--- src/rtl/booth_pkg.sv ---
// Shared definitions for the radix-4 Booth sequential multiplier:
// controller state encoding and the digit-count rule.
package booth_pkg;

    // Controller states: wait for operands, retire digits, present product.
    typedef enum logic [1:0] {
        IDLE = 2'd0,
        RUN  = 2'd1,
        DONE = 2'd2
    } state_t;

    // Width of one Booth triplet (b[2i+1], b[2i], b[2i-1]).
    localparam int TRIPLET_W = 3;

    // Radix-4 digits needed for a W-bit operand extended to W+2 bits.
    // The same count is used for signed and unsigned, so latency is fixed.
    function automatic int digit_count(input int w);
        return w / 2 + 1;
    endfunction

endpackage

--- src/rtl/booth_digit_enc.sv ---
// Radix-4 Booth recoder: maps one multiplier triplet to a digit in
// {-2,-1,0,+1,+2}, expressed as magnitude selects (one/two) and a sign (neg).
module booth_digit_enc
    import booth_pkg::*;
(
    input  logic [TRIPLET_W-1:0] trip,
    output logic                 one,
    output logic                 two,
    output logic                 neg
);

    // Pure decode of the triplet; every output gets a value on every path.
    always_comb begin
        // NOTE: defaults first so no path through the case leaves an output
        // unassigned, which would otherwise infer a latch.
        one = 1'b0;
        two = 1'b0;
        neg = 1'b0;
        unique case (trip)
            3'b000: ;                             //  0
            3'b001: one = 1'b1;                   // +1
            3'b010: one = 1'b1;                   // +1
            3'b011: two = 1'b1;                   // +2
            3'b100: begin two = 1'b1; neg = 1'b1; end // -2
            3'b101: begin one = 1'b1; neg = 1'b1; end // -1
            3'b110: begin one = 1'b1; neg = 1'b1; end // -1
            3'b111: ;                             //  0 (no negative zero)
            default: ;
        endcase
    end

endmodule

--- src/rtl/booth_seq_mult.sv ---
// Iterative radix-4 Booth multiplier, one digit retired per clock.
// Handshaked input (in_valid/in_ready) and output (out_valid/out_ready).
// Result is the exact 2W-bit product for signed or unsigned operands.
module booth_seq_mult
    import booth_pkg::*;
#(
    parameter int W = 16
) (
    input  logic           clk,
    input  logic           rst,
    input  logic           in_valid,
    output logic           in_ready,
    input  logic [W-1:0]   in_a,
    input  logic [W-1:0]   in_b,
    input  logic           in_signed,
    output logic           out_valid,
    input  logic           out_ready,
    output logic [2*W-1:0] out_p
);

    localparam int D  = digit_count(W);
    localparam int CW = $clog2(D + 1);
    localparam int PW = 2 * W;
    localparam logic [CW-1:0] LAST_DIGIT = CW'(D - 1);

    state_t state, state_nx;

    // Multiplier holds {b_ext, implicit 0}; the low triplet is always the
    // current digit. The multiplicand is pre-extended to the product width
    // and shifted left by two per digit, which supplies the 2i weighting.
    logic [W+2:0]    mult_q;
    logic [PW-1:0]   mcand_q;
    logic [PW-1:0]   acc_q;
    logic [PW-1:0]   prod_q;
    logic [CW-1:0]   cnt_q;

    logic            dig_one, dig_two, dig_neg;
    logic [PW-1:0]   pp_mag;
    logic [PW-1:0]   pp;
    logic            accept, retire, last_digit;

    logic            ext_a, ext_b;
    logic [W+1:0]    a_ext;
    logic [W+1:0]    b_ext;

    // Operand extension: sign fill in signed mode, zero fill otherwise.
    assign ext_a = in_signed & in_a[W-1];
    assign ext_b = in_signed & in_b[W-1];
    assign a_ext = {{2{ext_a}}, in_a};
    assign b_ext = {{2{ext_b}}, in_b};

    booth_digit_enc u_enc (
        .trip (mult_q[TRIPLET_W-1:0]),
        .one  (dig_one),
        .two  (dig_two),
        .neg  (dig_neg)
    );

    // Partial product for the current digit, already at weight 4^i.
    always_comb begin
        pp_mag = '0;
        if (dig_two)
            pp_mag = mcand_q << 1;
        else if (dig_one)
            pp_mag = mcand_q;
        pp = dig_neg ? (~pp_mag + PW'(1)) : pp_mag;
    end

    assign accept     = (state == IDLE) && in_valid;
    assign retire     = (state == RUN);
    assign last_digit = retire && (cnt_q == LAST_DIGIT);

    // State register; reset wins over any handshake on the same edge.
    always_ff @(posedge clk) begin
        // NOTE: sequential state uses non-blocking assignments so every
        // register samples pre-edge values regardless of statement order.
        if (rst)
            state <= IDLE;
        else
            state <= state_nx;
    end

    // Next-state decode and handshake outputs.
    always_comb begin
        state_nx  = state;
        in_ready  = 1'b0;
        out_valid = 1'b0;
        unique case (state)
            IDLE: begin
                in_ready = 1'b1;
                if (in_valid)
                    state_nx = RUN;
            end
            RUN: begin
                if (cnt_q == LAST_DIGIT)
                    state_nx = DONE;
            end
            DONE: begin
                out_valid = 1'b1;
                if (out_ready)
                    state_nx = IDLE;
            end
            default: state_nx = IDLE;
        endcase
    end

    // Datapath: load on accept, accumulate one digit per RUN cycle, and
    // latch the finished product so out_p only ever shows complete results.
    always_ff @(posedge clk) begin
        if (rst) begin
            mult_q  <= '0;
            mcand_q <= '0;
            acc_q   <= '0;
            prod_q  <= '0;
            cnt_q   <= '0;
        end else if (accept) begin
            mult_q  <= {b_ext, 1'b0};
            mcand_q <= {{(PW-W-2){ext_a}}, a_ext};
            acc_q   <= '0;
            cnt_q   <= '0;
        end else if (retire) begin
            mult_q  <= mult_q >> 2;
            mcand_q <= mcand_q << 2;
            acc_q   <= acc_q + pp;
            cnt_q   <= cnt_q + CW'(1);
            if (last_digit)
                prod_q <= acc_q + pp;
        end
    end

    assign out_p = prod_q;

endmodule

--- config.mk ---
export PLATFORM = sky130hd
export DESIGN_NAME = booth_seq_mult
export DESIGN_NICKNAME = d
export VERILOG_FILES = /design/src/rtl/booth_pkg.sv /design/src/rtl/booth_digit_enc.sv /design/src/rtl/booth_seq_mult.sv
export SDC_FILE = /design/constraint.sdc
export NUM_CORES = 1
export LEC_CHECK = 0
export ABC_AREA = 1
export CORE_AREA = 2 2 117 165
export CTS_BUF_LIST = sky130_fd_sc_hd__clkbuf_2 sky130_fd_sc_hd__clkbuf_4 sky130_fd_sc_hd__clkbuf_8
export DETAILED_ROUTE_END_ITERATION = 10
export DIE_AREA = 0 0 119 167
export PLACE_DENSITY_LB_ADDON = 0.3
export SLEW_MARGIN = 40
export SYNTH_ARGS = -nofsm -noshare
export SYNTH_HDL_FRONTEND = slang
export SYNTH_SLANG_ARGS = --single-unit
--- constraint.sdc ---
create_clock -name clk -period 3.9 [get_ports clk]
set_clock_uncertainty 0.15 [all_clocks]
set_input_delay 0.585 -clock clk [delete_from_list [all_inputs] [get_ports clk]]
set_output_delay 0.585 -clock clk [all_outputs]
set_load 0.01 [all_outputs]
==> out/metrics.csv, run 1 <==
stage;metric;value;unit
clocking;clock buffer depth;2;
sta;Final Critical Period;3.95;ns
worst_setup_path;RR Startpoint;mult_q[1];
floorplan;io pins;71;
clocking;CTS tree;built;
final_layout;Non-Filler Instances;1779;
yosys;top post-synthesis cells by area;dfxtp_1 (30%), nand2_1 (17%), nor2_1 (8.1%);
worst_hold_path;Hold EP;mult_q[17];
run_status;failing checks;negative setup slack;
power;Peak VDD IR;0.000198;V
clocking;clock-pin slew on the worst setup and hold paths;0.08;ns
routing;routed length per placed instance;14.8;um
routing;vias;9072;
placed_design;GPL Wtd Cong;0.924;
floorplan;row count;59;
clocking;clk sinks;120;
sta;fin. max-slew vios;0;
sta;FMAX;253;MHz
yosys;syn_nets;1390;
yosys;Synth Register Bits;120;
worst_setup_path;worst reg-to-reg setup slack;-0.05;ns
yosys;Gate Count Post-Synth;1307;
sta;Final Cycle Share;101;%
worst_setup_path;Worst Path Max Fanout;4;
routing;DR vias/cell;5.10;
sta;Setup TNS;-0.178;ns
floorplan;Core Box Area;0.0184;mm^2
yosys;syn avg cell area;6.23;um^2
final_layout;final instance area;0.0119;mm^2
clocking;Skew-Pair Late Insertion Delay;0.46;ns
yosys;distinct cell type count after synthesis;38;
yosys;post-synth top area cell;dfxtp_1;
yosys;mapped cell area;0.00814;mm^2
worst_setup_path;Worst EP required;4.16;ns
sta;Final WS setup;-0.0474;ns
global_routing;first-pass GRT wire length;39400;um
yosys;Seq/Total Area, Yosys;29.5;%
sta;endpoints failing setup;5;
placed_design;IO buf count;70;
yosys;Post-synth EDFFs;0;
sta;RSZ-0062 raised after global routing;true;
clocking;H-tree depth;4;
floorplan;die area;0.0199;mm^2
placed_design;placed cells;1722;
sta;Slew @ Worst Pin;0.716;ns
final_layout;# diodes;0;
routing;Iteration-0 DRC Markers;581;
placed_design;DP Area;0.0101;mm^2
worst_setup_path;CP Capture Type;flop;
clocking;CTS root buf;clkbuf_8;
routing;# DRC;0;
sta;final hold slack;0.312;ns
power;pwr/cell area;311;mW/mm^2
floorplan;die height;167;um
final_layout;Final nets;1605;
routing;post-route ant nets;0;
yosys;Synth top area share;29.5;%
run_status;run status;finished, violations left;
routing;DRT Wirelength;26300;um
run;max-cap violations;0;
worst_setup_path;reg-to-reg endpoint;acc_q[30];
worst_setup_path;CP startpoint kind;flop;
global_routing;grt ovf;0;
placed_design;DP Wirelength;18200;um
yosys;Primary FF master, synth;dfxtp_1;
yosys;top-count cell post-synth;nand2_1;
worst_hold_path;Hold WC Path Type;flop to flop;
clocking;CTS Buf Count;17;
global_routing;largest net degree at the start of global routing;84;
final_layout;Core Util, Final;64.9;%
global_routing;Total Routing Usage GR;24.6;%
yosys;most frequent cells after synthesis;nand2_1 (364), nor2_1 (176), inv_1 (165);
worst_hold_path;Hold Path Stages;2;
power;LEAKAGE;0.00583;uW
worst_hold_path;hold path start;mult_q[17];
global_routing;initial antenna violation count;0;
final_layout;Layout area overhead;46.6;%
global_routing;vias in the first global route;8329;
worst_setup_path;Worst EP arrival;4.21;ns
worst_setup_path;reg2reg path depth;28;
worst_setup_path;peak per-stage delay on the critical path;0.38;ns
sta;endpoints failing hold;0;
yosys;Synth Warn #;0;
final_layout;share of layout cells above drive strength 1;29.6;%
routing;First-pass DRT Iterations;5;
floorplan;die width;119;um
worst_setup_path;Setup Crit Path Kind;flop to flop;
sta;Slew HR;52.2;%
worst_setup_path;slowest CP cell;dfxtp_4;
floorplan;Starting Density;44.3;%
yosys;FFs w/ async S/R, synth;0;%
-- layout make-up --
type,count,area (um^2)
fillers,1565,6450
multi-input cells,966,6070
repair buffers,246,2100
inverters,171,647
clock inverters,10,95.1
clock buffers,22,297
well taps,244,305
flip-flops and latches,120,2410
-- timing repair --
action	in CTS	in global routing
hold endpoints to repair	0	0
setup buffers	9	18
pin swaps	20	85
hold buffers	0	0
gates resized for setup	40	260
endpoints found under the setup margin	39	40
-- cells in the final DEF, fill, tap and decap left out, drive strengths merged, types with 30 or more instances in the layout --
cell           count
dfxtp            120
o21ai             91
nand2            373
buf              177
nand3             61
nor2             185
xor2              30
a31oi             32
a21oi             74
ha                45
clkdlybuf4s50     69
inv              169
-- logic make-up (layout without fill, tap and decap cells) --
kind of cell / count (synthesis) / in the layout / synth area share [%]
adder cells (fa/ha/maj): 46 / 46 / 7.16
XOR/XNOR: 44 / 44 / 4.73
buffers and inverters: 221 / 449 / 10.5
AO/OA/AOI/OAI: 228 / 228 / 15.5
AND/OR/NAND/NOR: 648 / 648 / 32.5
flip-flops: 120 / 120 / 29.5
-- per-layer routing --
layer | GRT usage [%] | part of all wire [%]
met1 | 27.8 | 41
met4 | 10.1 | 4.2
met5 | 0 | 0
met3 | 3.97 | 3.7
met2 | 45.3 | 52
-- worst max path at each step --
stage / startpoint / to
floorplan: mult_q[0] / acc_q[22]
global placement: mult_q[0] / acc_q[29]
detailed placement: mult_q[1] / acc_q[22]
CTS: mult_q[1] / out_p[23]
global route: mult_q[1] / acc_q[31]
finish: mult_q[1] / acc_q[30]
-- sequential cells by signal (all words and copies together) (netlist names) --
register,count
mcand_q,32
state,2
cnt_q,4
mult_q,18
out_p,32
acc_q,32
-- where the power goes --
part	total [uW]	switching, uW	internal, uW
sequential	1350	62.3	1290
clock	1140	562	577
combinational	1220	677	543
total	3710	1300	2410
-- critical path, delay by kind of cell (launching register included) --
kind / cells / cell delay (ns)
AND/OR/NAND/NOR: 16 / 1.79
AO/OA/AOI/OAI: 3 / 0.50
adder cells (fa/ha/maj): 3 / 0.68
buffers and inverters: 6 / 0.37
flip-flops: 1 / 0.38
-- through the flow --
step	power, uW	worst slack, ns
after floorplan	1900	0.0282
after global placement	2280	-0.264
after detailed placement	2290	-0.308
after CTS	3460	0.00132
after global routing	3890	-0.287
final	3710	-0.0474
(Power assumes the default switching activity.)
==> run 2, diff against run 1 <==
CORE_AREA = 2 2 143 200   (was 2 2 117 165)
DIE_AREA = 0 0 145 202   (was 0 0 119 167)
SKIP_CTS_REPAIR_TIMING = 1   (was default)
==> run 2 against run 1 <==
The run still ends with negative setup slack left. Via count down 1.7%. Highest routed layer unchanged. Critical path type unchanged. Critical endpoint is now out_p[30]. Sequential share of layout area down 0.072 points. Global-route usage down 6.9 points. Fmax up 0.49%. Combinational power about the same.
==> out/metrics.csv, run 2 (synthesis gave the netlist of run 1 again) <==
stage;metric;value;unit
sta;RSZ-0062 raised after global routing;true;
power;pwr/cell area;298;mW/mm^2
routing;# DRC;0;
routing;vias;8914;
floorplan;Starting Density;29.6;%
global_routing;grt ovf;0;
sta;Setup TNS;-0.0509;ns
power;LEAKAGE;0.00580;uW
global_routing;largest net degree at the start of global routing;64;
global_routing;initial antenna violation count;0;
placed_design;DP Wirelength;19700;um
clocking;CTS tree;built;
floorplan;die width;145;um
run_status;run status;finished, violations left;
sta;Slew @ Worst Pin;0.761;ns
clocking;clock-pin slew on the worst setup and hold paths;0.08;ns
placed_design;GPL Wtd Cong;0.921;
final_layout;commonest non-fill, non-tap cell in the layout;nand2_1;
routing;routed length per placed instance;13.8;um
power;Peak VDD IR;0.000229;V
global_routing;Total Routing Usage GR;17.7;%
sta;Final WS setup;-0.0280;ns
floorplan;die height;202;um
floorplan;Core Box Area;0.0275;mm^2
final_layout;most frequent cells in the layout;nand2_1 (327), buf_4 (176), inv_1 (147), nor2_1 (141), dfxtp_1 (117);
clocking;clock buffer depth;2;
floorplan;io pins;71;
routing;DRT Wirelength;26400;um
worst_hold_path;Hold Path Stages;2;
final_layout;# diodes;0;
routing;post-route ant nets;0;
clocking;Skew-Pair Late Insertion Delay;0.48;ns
worst_setup_path;slowest CP cell;dfxtp_4;
run;max-cap violations;0;
floorplan;die area;0.0293;mm^2
sta;Final Cycle Share;101;%
global_routing;vias in the first global route;8615;
clocking;CTS Buf Count;17;
power;Power Total;3560;uW
clocking;CTS root buf;clkbuf_8;
placed_design;IO buf count;70;
final_layout;Layout area overhead;47.1;%
sta;Final Critical Period;3.93;ns
worst_setup_path;Worst EP required;4.18;ns
worst_setup_path;Setup Crit Path Kind;flop to flop;
sta;Slew HR;49.2;%
worst_setup_path;reg2reg path depth;28;
worst_setup_path;Worst EP arrival;4.20;ns
worst_setup_path;CP startpoint kind;flop;
sta;endpoints failing setup;2;
floorplan;row count;72;
sta;endpoints failing hold;0;
global_routing;first-pass GRT wire length;42100;um
routing;First-pass DRT Iterations;5;
sta;FMAX;255;MHz
final_layout;Final nets;1614;
clocking;clk sinks;120;
routing;Iteration-0 DRC Markers;378;
worst_setup_path;CP Capture Type;flop;
routing;DR vias/cell;4.66;
worst_hold_path;Hold WC Path Type;flop to flop;
worst_setup_path;Worst Path Max Fanout;4;
run_status;failing checks;negative setup slack;
clocking;H-tree depth;4;
worst_setup_path;peak per-stage delay on the critical path;0.37;ns
final_layout;share of layout cells above drive strength 1;28.5;%
sta;fin. max-slew vios;0;
[run 2: through the flow]
stage	cell area [um^2]	cells	utilization, %	hold WS, ns	setup WS (ns)
after floorplan	8140	1307	-	0.291	0.0282
after global placement	10400	1866	37.8	0.300	-0.302
after detailed placement	10400	1866	37.8	0.308	-0.346
after CTS	10700	1898	39.1	0.320	-0.370
after global routing	12000	1914	43.6	0.339	-0.365
final	12000	1914	43.6	0.315	-0.0280
[run 2: worst max-delay path, delay by kind of cell (launching register included)]
| family | cells | cell delay [ns] |
|---|---|---|
| AO/OA/AOI/OAI | 3 | 0.60 |
| buffers and inverters | 7 | 0.50 |
| AND/OR/NAND/NOR | 15 | 1.65 |
| flip-flops | 1 | 0.37 |
| adder cells (fa/ha/maj) | 3 | 0.59 |
[run 2: path summary, 6_finish.rpt]
check | start | endpoint | slack, ns
hold / removal | mult_q[17] | mult_q[17] | 0.32
hold reg to reg | mult_q[17] | mult_q[17] | 0.32
setup reg to reg | mult_q[1] | out_p[30] | -0.03
setup / recovery | mult_q[1] | out_p[30] | -0.03
[run 2: layout make-up]
| class | instances | area [um^2] |
|---|---|---|
| fillers | 2812 | 15500 |
| multi-input cells | 967 | 5980 |
| flip-flops and latches | 120 | 2410 |
| repair buffers | 254 | 2120 |
| inverters | 171 | 647 |
| well taps | 370 | 463 |
| clock buffers | 18 | 248 |
| clock inverters | 14 | 101 |
[run 2: report_power, final]
| part | internal (uW) | switching, uW |
|---|---|---|
| Clock | 456 | 573 |
| Sequential | 1290 | 63.1 |
| Combinational | 541 | 645 |
| Total | 2280 | 1280 |
[run 2: metal layers]
| layer | global-route usage [%] | wire (um) | part of all wire (%) |
|---|---|---|---|
| met1 | 19.9 | 10800 | 41 |
| met2 | 33.0 | 13900 | 53 |
| met3 | 2.84 | 812 | 3.1 |
| met4 | 7.21 | 853 | 3.2 |
| met5 | 0 | 0 | 0 |
==> run 3, diff against run 2 <==
SKIP_LAST_GASP = 1   (was default)
==> run 3 against run 2 <==
Sequential power about the same. Hold slack better by 0.0026 ns. First-iteration DRC count fell by 8.7%. Largest power group unchanged. Total power down 0.16%. The flow still finishes with violations (negative setup slack). Sequential share of layout area rose by 0.068 points. Largest cell class unchanged. Highest routed layer unchanged. Register-to-register slack got worse by 0.02 ns.
==> out/metrics.csv, run 3 (synthesis gave the netlist of run 1 again) <==
stage;metric;value;unit
run_status;run status;finished, violations left;
run_status;failing checks;negative setup slack;
sta;Final Cycle Share;101;%
clocking;Skew-Pair Late Insertion Delay;0.48;ns
routing;vias;8905;
floorplan;Core Box Area;0.0275;mm^2
final_layout;Layout area overhead;46.6;%
routing;Iteration-0 DRC Markers;345;
global_routing;initial antenna violation count;0;
placed_design;DP Area;0.0104;mm^2
global_routing;first-pass GRT wire length;42100;um
final_layout;# diodes;0;
final_layout;commonest non-fill, non-tap cell in the layout;nand2_1;
final_layout;share of layout cells above drive strength 1;28.0;%
final_layout;Core Util, Final;43.4;%
worst_setup_path;Worst EP required;4.18;ns
floorplan;die height;202;um
clocking;H-tree depth;4;
routing;DR vias/cell;4.65;
worst_setup_path;slowest CP cell;dfxtp_4;
global_routing;largest net degree at the start of global routing;64;
routing;post-route ant nets;0;
worst_hold_path;Hold Path Stages;2;
run;max-cap violations;0;
worst_setup_path;CP Capture Type;flop;
clocking;clock buffer depth;2;
floorplan;die area;0.0293;mm^2
sta;Final WS setup;-0.0519;ns
sta;FMAX;253;MHz
clocking;CTS root buf;clkbuf_8;
floorplan;row count;72;
global_routing;vias in the first global route;8615;
sta;RSZ-0062 raised after global routing;true;
sta;Final Critical Period;3.95;ns
clocking;CTS tree;built;
placed_design;DP Wirelength;19700;um
routing;routed length per placed instance;13.7;um
global_routing;Total Routing Usage GR;17.7;%
worst_setup_path;Setup Crit Path Kind;flop to flop;
final_layout;final instance area;0.0119;mm^2
worst_setup_path;Worst EP arrival;4.23;ns
sta;endpoints failing setup;3;
placed_design;placed cells;1866;
sta;Slew @ Worst Pin;0.776;ns
final_layout;most frequent cells in the layout;nand2_1 (329), buf_4 (176), inv_1 (148), nor2_1 (142), dfxtp_1 (117);
floorplan;io pins;71;
sta;endpoints failing hold;0;
power;LEAKAGE;0.00579;uW
sta;Setup TNS;-0.0987;ns
worst_setup_path;reg2reg path depth;28;
worst_setup_path;Worst Path Max Fanout;4;
clocking;CTS Buf Count;17;
power;pwr/cell area;298;mW/mm^2
sta;Slew HR;48.2;%
worst_hold_path;Hold WC Path Type;flop to flop;
placed_design;GPL Wtd Cong;0.921;
worst_setup_path;peak per-stage delay on the critical path;0.37;ns
worst_setup_path;CP startpoint kind;flop;
clocking;clk sinks;120;
final_layout;Final nets;1614;
power;Power Total;3560;uW
sta;fin. max-slew vios;0;
global_routing;grt ovf;0;
power;Peak VDD IR;0.000232;V
floorplan;die width;145;um
placed_design;IO buf count;70;
routing;# DRC;0;
final_layout;Non-Filler Instances;1914;
clocking;clock-pin slew on the worst setup and hold paths;0.08;ns
floorplan;Starting Density;29.6;%
routing;First-pass DRT Iterations;5;
routing;DRT Wirelength;26300;um
-- run 3: critical path: cells and delay by family (launching register included) --
family / cells / cell delay (ns)
flip-flops: 1 / 0.37
adder cells (fa/ha/maj): 3 / 0.59
AO/OA/AOI/OAI: 3 / 0.61
AND/OR/NAND/NOR: 15 / 1.66
buffers and inverters: 7 / 0.50
-- run 3: path summary, 6_finish.rpt --
check	startpoint	endpoint	slack (ns)
worst max-delay path	mult_q[1]	out_p[30]	-0.05
worst min-delay path	mult_q[17]	mult_q[17]	0.32
worst max register to register	mult_q[1]	out_p[30]	-0.05
worst min register to register	mult_q[17]	mult_q[17]	0.32
-- run 3: per-stage QoR --
stage	hold WS (ns)	worst slack, ns
global placement	0.300	-0.302
CTS	0.320	-0.370
global route	0.339	-0.365
finish	0.318	-0.0519
detailed placement	0.308	-0.346
floorplan	0.291	0.0282
-- run 3: routing by layer --
metal	wire length (um)	vias up	GRT usage, %
met3	752	50	2.84
met5	0	-	0
met1	10900	4074	19.9
met2	13800	154	33.0
li1	-	4627	-
met4	848	0	7.21
-- run 3: cell type report --
class	count	area [um^2]
Tap cell	370	463
Fill cell	2815	15500
Multi-Input combinational cell	967	5940
Timing Repair Buffer	254	2120
Sequential cell	120	2410
Clock buffer	18	248
Clock inverter	14	101
Inverter	171	647
-- run 3: power breakdown --
part,leakage [uW],internal (uW),switching (uW)
sequential,0.000981,1290,62.7
clock,0.000179,456,576
combinational,0.00463,537,641
total,0.00579,2280,1280
